[src/rtl/axis_modport_pkg.sv]
// Shared sizing helpers for the axis_modport stream FIFO.
package axis_modport_pkg;

  // Width of an occupancy counter that must represent 0..depth inclusive.
  function automatic int unsigned cnt_width(input int unsigned depth);
    return $clog2(depth + 1);
  endfunction

  // Index width for a slot array; a single slot still needs one address bit.
  function automatic int unsigned ptr_width(input int unsigned slots);
    return (slots > 1) ? $clog2(slots) : 1;
  endfunction

endpackage

[src/rtl/axis_modport_mem.sv]
// Unreset register array holding stored beats; synchronous write, asynchronous read.
module axis_modport_mem #(
  parameter int unsigned WIDTH  = 10,
  parameter int unsigned SLOTS  = 3,
  parameter int unsigned ADDR_W = 2
) (
  input  logic              clk,
  input  logic              wr_en,
  input  logic [ADDR_W-1:0] wr_addr,
  input  logic [WIDTH-1:0]  wr_data,
  input  logic [ADDR_W-1:0] rd_addr,
  output logic [WIDTH-1:0]  rd_data
);

  logic [WIDTH-1:0] mem_q [SLOTS];

  always_ff @(posedge clk) begin
    if (wr_en) mem_q[wr_addr] <= wr_data;
  end

  assign rd_data = mem_q[rd_addr];

endmodule

[src/rtl/axis_modport.sv]
// AXI4-Stream FIFO: DEPTH-1 storage slots feeding one output register, all
// handshake outputs registered so m_tready never reaches s_tready combinationally.
module axis_modport
  import axis_modport_pkg::*;
#(
  parameter int unsigned BYTES  = 1,
  parameter int unsigned USER_W = 1,
  parameter int unsigned DEPTH  = 4
) (
  input  logic                       clk,
  input  logic                       reset_n,
  input  logic [BYTES*8-1:0]         s_tdata,
  input  logic [USER_W-1:0]          s_tuser,
  input  logic                       s_tlast,
  input  logic                       s_tvalid,
  output logic                       s_tready,
  output logic [BYTES*8-1:0]         m_tdata,
  output logic [USER_W-1:0]          m_tuser,
  output logic                       m_tlast,
  output logic                       m_tvalid,
  input  logic                       m_tready,
  output logic [$clog2(DEPTH+1)-1:0] count
);

  localparam int unsigned DATA_W = BYTES * 8;
  localparam int unsigned SLOTS  = DEPTH - 1;
  localparam int unsigned CNT_W  = cnt_width(DEPTH);
  localparam int unsigned PTR_W  = ptr_width(SLOTS);

  typedef struct packed {
    logic [DATA_W-1:0] data;
    logic [USER_W-1:0] user;
    logic              last;
  } beat_t;

  localparam int unsigned BEAT_W = $bits(beat_t);

  beat_t            out_q, out_d, s_beat, rd_beat;
  logic             m_valid_q, m_valid_d;
  logic             rdy_q, rdy_d;
  logic [CNT_W-1:0] cnt_q, cnt_d, mem_cnt;
  logic [PTR_W-1:0] wr_ptr_q, wr_ptr_d, rd_ptr_q, rd_ptr_d;
  logic             push, pop, load, bypass, mem_we;

  function automatic logic [PTR_W-1:0] ptr_inc(input logic [PTR_W-1:0] p);
    return (p == PTR_W'(SLOTS - 1)) ? '0 : p + PTR_W'(1);
  endfunction

  axis_modport_mem #(
    .WIDTH  (BEAT_W),
    .SLOTS  (SLOTS),
    .ADDR_W (PTR_W)
  ) u_mem (
    .clk     (clk),
    .wr_en   (mem_we),
    .wr_addr (wr_ptr_q),
    .wr_data (s_beat),
    .rd_addr (rd_ptr_q),
    .rd_data (rd_beat)
  );

  // The output register refills from storage first; an empty store lets a new beat bypass straight in.
  always_comb begin
    s_beat    = '{data: s_tdata, user: s_tuser, last: s_tlast};
    push      = s_tvalid && rdy_q;
    pop       = m_valid_q && m_tready;
    mem_cnt   = cnt_q - CNT_W'(m_valid_q);
    load      = !m_valid_q || pop;
    bypass    = load && (mem_cnt == '0) && push;
    mem_we    = push && !bypass;
    out_d     = out_q;
    m_valid_d = m_valid_q;
    rd_ptr_d  = rd_ptr_q;
    wr_ptr_d  = wr_ptr_q;
    if (mem_we) wr_ptr_d = ptr_inc(wr_ptr_q);
    if (load) begin
      if (mem_cnt != '0) begin
        out_d     = rd_beat;
        m_valid_d = 1'b1;
        rd_ptr_d  = ptr_inc(rd_ptr_q);
      end else if (push) begin
        out_d     = s_beat;
        m_valid_d = 1'b1;
      end else begin
        m_valid_d = 1'b0;
      end
    end
    cnt_d = cnt_q + CNT_W'(push) - CNT_W'(pop);
    rdy_d = cnt_d < CNT_W'(DEPTH);
  end

  always_ff @(posedge clk or negedge reset_n) begin
    if (!reset_n) begin
      out_q     <= '0;
      m_valid_q <= 1'b0;
      rdy_q     <= 1'b0;
      cnt_q     <= '0;
      wr_ptr_q  <= '0;
      rd_ptr_q  <= '0;
    end else begin
      out_q     <= out_d;
      m_valid_q <= m_valid_d;
      rdy_q     <= rdy_d;
      cnt_q     <= cnt_d;
      wr_ptr_q  <= wr_ptr_d;
      rd_ptr_q  <= rd_ptr_d;
    end
  end

  assign s_tready = rdy_q;
  assign m_tvalid = m_valid_q;
  assign m_tdata  = out_q.data;
  assign m_tuser  = out_q.user;
  assign m_tlast  = out_q.last;
  assign count    = cnt_q;

endmodule

[config.mk]
export PLATFORM = sky130hd
export DESIGN_NAME = axis_modport
export DESIGN_NICKNAME = d
export VERILOG_FILES = /design/src/rtl/axis_modport_pkg.sv /design/src/rtl/axis_modport_mem.sv /design/src/rtl/axis_modport.sv
export SDC_FILE = /design/constraint.sdc
export NUM_CORES = 1
export LEC_CHECK = 0
export ABC_AREA = 1
export BUFFER_PORTS_ARGS = -buffer_cell sky130_fd_sc_hd__buf_4
export CAP_MARGIN = 20
export CORE_MARGIN = 2
export CORE_UTILIZATION = 56
export DETAILED_ROUTE_END_ITERATION = 6
export GPL_TIMING_DRIVEN = 1
export PLACE_DENSITY = 0.78
export SYNTH_ARGS = -nofsm -noshare
export SYNTH_HDL_FRONTEND = slang
export SYNTH_SLANG_ARGS = --single-unit
[constraint.sdc]
create_clock -name clk -period 2.3 [get_ports clk]
set_input_delay 0.115 -clock clk [delete_from_list [all_inputs] [get_ports clk]]
set_output_delay 0.115 -clock clk [all_outputs]
set_load 0.01 [all_outputs]
# Word-level counts from Yosys, hierarchy flattened
# Memories as Yosys holds them, arrays and structs flattened.
# Index checks and enable logic that the tools add are counted.
dict set report totals {
  word_cells 38
  memories 1
  mem_bits_rw 30
  input_bits 14
  out_inout_bits 15
  regBits 19
}
# name depth word_bits rd rd_ports_with_merged_regs wr line
set mem_list {}
lappend mem_list {u_mem.mem_q 3 10 1 0 1 axis_modport_mem.sv:15} ;# logic [WIDTH-1:0] mem_q [SLOTS];
dict set report classes {
  add_sub_neg 5
  n_eq_ne 2
  mux 8
  reduce_logical 13
  magnitude_cmp 1
}
# op n
set op_table {}
lappend op_table {{2-to-1 mux 10 bit} 2}
lappend op_table {{subtractor 3 x 1 -> 3 bit} 2}
lappend op_table {{logical AND 1 bit} 5}
lappend op_table {{adder 2 x 1 -> 2 bit, second input constant} 2}
lappend op_table {{== test 2 bit, second input constant} 2}
lappend op_table {{2-to-1 mux 1 bit} 4}
lappend op_table {{2-to-1 mux 2 bit} 2}
lappend op_table {{AND reduction 2 bit} 2}
lappend op_table {{adder 3 x 1 -> 3 bit} 1}
lappend op_table {{logical NOT 3 bit} 1}
lappend op_table {{< comparator 3 bit, second input constant} 1}
lappend op_table {{nonzero test 3 bit} 1}
lappend op_table {{logical NOT 1 bit} 2}
lappend op_table {{nonzero test 2 bit} 1}
lappend op_table {{logical OR 1 bit} 1}

# Depth between registers and ports, before layout
dict set report depth {
  depth_word 8
  ltp_mapped 10
}

# Hierarchy
# Synthesis repeated with hierarchy kept, for this count alone.
dict set report unflattened {
  cells_unflattened 240
  area_unflattened_um2 2263.4
}
# module instances seq_area_each_um2 area_per_inst_um2 cells_per_inst
set by_module_without_submodules {}
lappend by_module_without_submodules {axis_modport_mem 1 900.9 1223.7 109}
lappend by_module_without_submodules {axis_modport 1 475.5 1039.7 131}

# Worst setup path before layout
# OpenSTA, ideal clock, no wires.
dict set report synth_timing {
  path_type {reg-to-reg}
  startpoint {register m_valid_q, in the netlist m_tvalid}
  endpoint {memory u_mem.mem_q[2][0], enable pin}
  synth_period_minus_slack_ps 2142
  required_time_ps 1910
  t_arrival_ps 1752
  path_slack_ps 158
  path_stages_with_launch 7
  path_buffers 0
  setup_ps 390
  cell_sequence {dfrtp_1 ha_1 inv_1 nor2_2 nand4_1 nand2_1 nor3_1}
}
dict set report synth_via {
  elab_chain_len 8
  word_cells_on_any_way 11
  classes_between {1 x add/sub; 2 x mux; 8 x reduce/logical}
}
# item line
set synth_lines {}
lappend synth_lines {{start: declaration} axis_modport.sv:39} ;# logic m_valid_q, m_valid_d;
lappend synth_lines {{start signal: assignment} axis_modport.sv:102} ;# m_valid_q <= m_valid_d;
lappend synth_lines {{subtractor 3 x 1 -> 3 bit (tied with other cells)} axis_modport.sv:67} ;# mem_cnt = cnt_q - CNT_W'(m_valid_q);
lappend synth_lines {{logical NOT 3 bit / logical OR 1 bit (equally long branches)} {axis_modport.sv:69, axis_modport.sv:68}}
lappend synth_lines {{logical AND 1 bit (*) (2 in series)} axis_modport.sv:69} ;# bypass = load && (mem_cnt == '0) && push;
lappend synth_lines {{logical NOT 1 bit (*)} axis_modport.sv:70} ;# mem_we = push && !bypass;
lappend synth_lines {{logical AND 1 bit (*)} axis_modport.sv:70}
lappend synth_lines {{2-to-1 mux 1 bit (*)} axis_modport_mem.sv:18} ;# if (wr_en) mem_q[wr_addr] <= wr_data;
lappend synth_lines {{2-to-1 mux 1 bit (not written as such) (*)} axis_modport_mem.sv:18}
lappend synth_lines {{end: declaration} axis_modport_mem.sv:15}
# Mark *: on every way between the ends. The rest lies on a longest branch, timed or not.

# Worst setup path in the final report
dict set report layout_timing {
  startpoint {register m_valid_q, in the netlist m_tvalid}
  endpoint {memory u_mem.mem_q[2][1], enable pin}
}
# Same word-level chain as after synthesis.

==> results_dict.tcl <==
set metrics [dict create \
    report.final.hold_viol_count 0 \
    drtIter0Drc 111 \
    p_sw_mw 1.37 \
    p_int_mw 1.98 \
    rows 22 \
    relSlewSlack_pct 71.1 \
    status "finished clean" \
    grt_use_total_pct 21.8 \
    ir_worst_vdd_mv 0.843 \
    syn-cell-area_um2 2120 \
    synth-simple-area-share_pct 26.0 \
    path_max_fanout 12 \
    regArea_um2 1380 \
    drv_cap 0 \
    pwr-share-seq_pct 40.8 \
    placed_cells 281 \
    synth_xor_area_share_pct 0.824 \
    synth_compound_area_share_pct 0.648 \
    drive_above_1_share_pct 18.2 \
    layout_common_cells "nand2_1, buf_4, edfxtp_1" \
    totalWireLength_um 4150 \
    hold_buffers 1 \
    core_um2 3660 \
    dieArea_um2 4300 \
    cts-buffers-inserted 5 \
    hold_ws_ns 0.0181 \
    final_util_pct 67.7 \
    syn_inst 209 \
    final_common_cell "nand2_1" \
    start_util_pct 58.0 \
    synth_top_family_by_area "simple AND/OR/NAND/NOR gates" \
    cts_setup_buffers 0 \
    min_delay_path_depth 1 \
    vias 1538 \
    worst_setup_path_end_kind "flop" \
    synthAdderAreaFrac_pct 2.71 \
    setup_viol 0 \
    start_kind "flop" \
    drcViolationCount 0 \
    comb_power_share_pct 45.0 \
    gr-total-overflow 0 \
    p_per_area_nw_per_um2 1350 \
    reg2reg_depth 7 \
    p_clk_share_pct 14.3 \
    yosys_warnings 0 \
    worstMarginPinSlew_ns 0.434 \
    fmaxAchievable_ghz 0.495 \
    clk_pin_slew_ns 0.09 \
    syn_avg_cell_area_um2 10.2 \
    place_congestion 0.816 \
    dpl_cell_area_um2 2380 \
    tritoncts "done" \
    muxShareOfSynthArea_pct 0 \
    antenna_cells 0 \
    power_mw 3.35 \
    stdcell_count 290 \
    fin_nets 259 \
    clockBufferDepth 2 \
    pin_count 29 \
    slew_violations 0 \
    timing.final.ws_setup_ns 0.279 \
    skew_ns 0.00887 \
    dp_worst_setup_slack_ns 0.298 \
    die_width_um 65.6 \
    port_buffers 28 \
    syn_to_final_growth_pct 16.7 \
    grt_pass1_vias 1438 \
    synth-seq-cells 49 \
    antenna_found_initial 0 \
    netSwitchingFraction_pct 40.9 \
    dr.pass1.iters 4 \
    min_period_ns 2.02 \
    critPathKind "reg -> reg" \
    wire_per_inst_um 14.3 \
    p_leak_nw 1.16 \
    clock_latency_ns 0.30 \
    viasPerCell 5.30 \
    clockRootBuffer "clkbuf_8" \
    multiInputGateArea_um2 641 \
    fillCellCount 286 \
    fin_area_um2 2480 \
    synth_nets 227 \
    grt_max_degree 20 \
    ys_seq_area_share_pct 64.8 \
    rsz0062_at_grt "false" \
    die_height_um 65.6 \
    hpwl_um 2940 \
    required_ns 2.32 \
    holdCritPathClass "in -> reg" \
    tns_ns 0 \
    final.period_utilization_pct 87.9 \
    ant_nets 0 \
    crit_arrival_ns 2.04 \
    grt_pass1_wl_um 6820 \
    cts.sinks 49 \
    yosysUniqueCellTypes 19 \
    htreeDepth 2 \
    post_cts_resized 0 \
]
-- worst paths after layout --
path | from | end | slack [ns]
worst min register to register | m_tuser | m_tuser | 0.49
worst max register to register | m_tvalid | u_mem.mem_q[2][1] | 0.28
max in group asynchronous | reset_n | m_tuser | 1.88
worst max-delay path | m_tvalid | u_mem.mem_q[2][1] | 0.28
worst min-delay path | s_tdata[5] | u_mem.mem_q[0][7] | 0.02
min in group asynchronous | reset_n | m_tdata[2] | 0.21
-- critical path: stages, from the launching register on --
cell	delay, ns
dfrtp_1	0.42
ha_1	0.24
inv_1	0.06
nand2_1	0.22
nand4_1	0.23
nand2_1	0.11
nor3_1	0.25
buf_4	0.21
-- power groups by stage --
stage          Sequential [mW]  Combinational, mW  Clock [mW]
5_1_grt                   1.40               1.73       0.524
4_1_cts                   1.37               1.52       0.491
6_report                  1.37               1.51       0.478
3_5_place_dp              1.38               1.51           0
3_3_place_gp              1.38               1.48           0
2_1_floorplan             1.40              0.984           0
-- per-layer routing --
| layer | global-route usage [%] | part of all wire (%) | routed length, µm | vias to the layer above |
|---|---|---|---|---|
| li1 | - | - | - | 752 |
| met1 | 30.6 | 45 | 1870 | 721 |
| met2 | 33.5 | 45 | 1860 | 59 |
| met3 | 5.65 | 8.7 | 360 | 6 |
| met4 | 7.03 | 1.4 | 59 | 0 |
| met5 | 0 | 0 | 0 | - |
-- kinds of logic after synthesis --
family | Yosys count
buffers and inverters | 25
flip-flops | 49
XOR/XNOR | 2
AO/OA/AOI/OAI | 2
adder cells (fa/ha/maj) | 4
AND/OR/NAND/NOR | 127
-- synth_stat cells (all sizes together) --
cell type	count	share of area, %
nand2	88	16
edfxtp	30	42
nand3	22	5.4
dfrtp	19	22
inv	16	2.8
nand4	12	3.5
buf	9	2.2
ha	3	1.8
nor2	3	0.65
o21ai	2	0.65
xor2	2	0.82
fa	1	0.94
nand3b	1	0.35
nor3	1	0.24
-- cell type report --
class / instances / area share (%)
clock buffer: 7 / 3.08
inverter: 16 / 2.42
timing repair buffer: 34 / 10.4
sequential: 49 / 55.5
tap: 48 / 2.42
clock inverter: 1 / 0.303
multi-input combinational: 135 / 25.8
-- state kept, by name (all words and copies together), names as in the netlist --
name / count
count: 3
m_tdata: 8
u_mem.mem_q: 30
s_tready: 1
rd_ptr_q: 2
m_tuser: 1
m_tvalid: 1
wr_ptr_q: 2
m_tlast: 1
(Power assumes the default switching activity.)
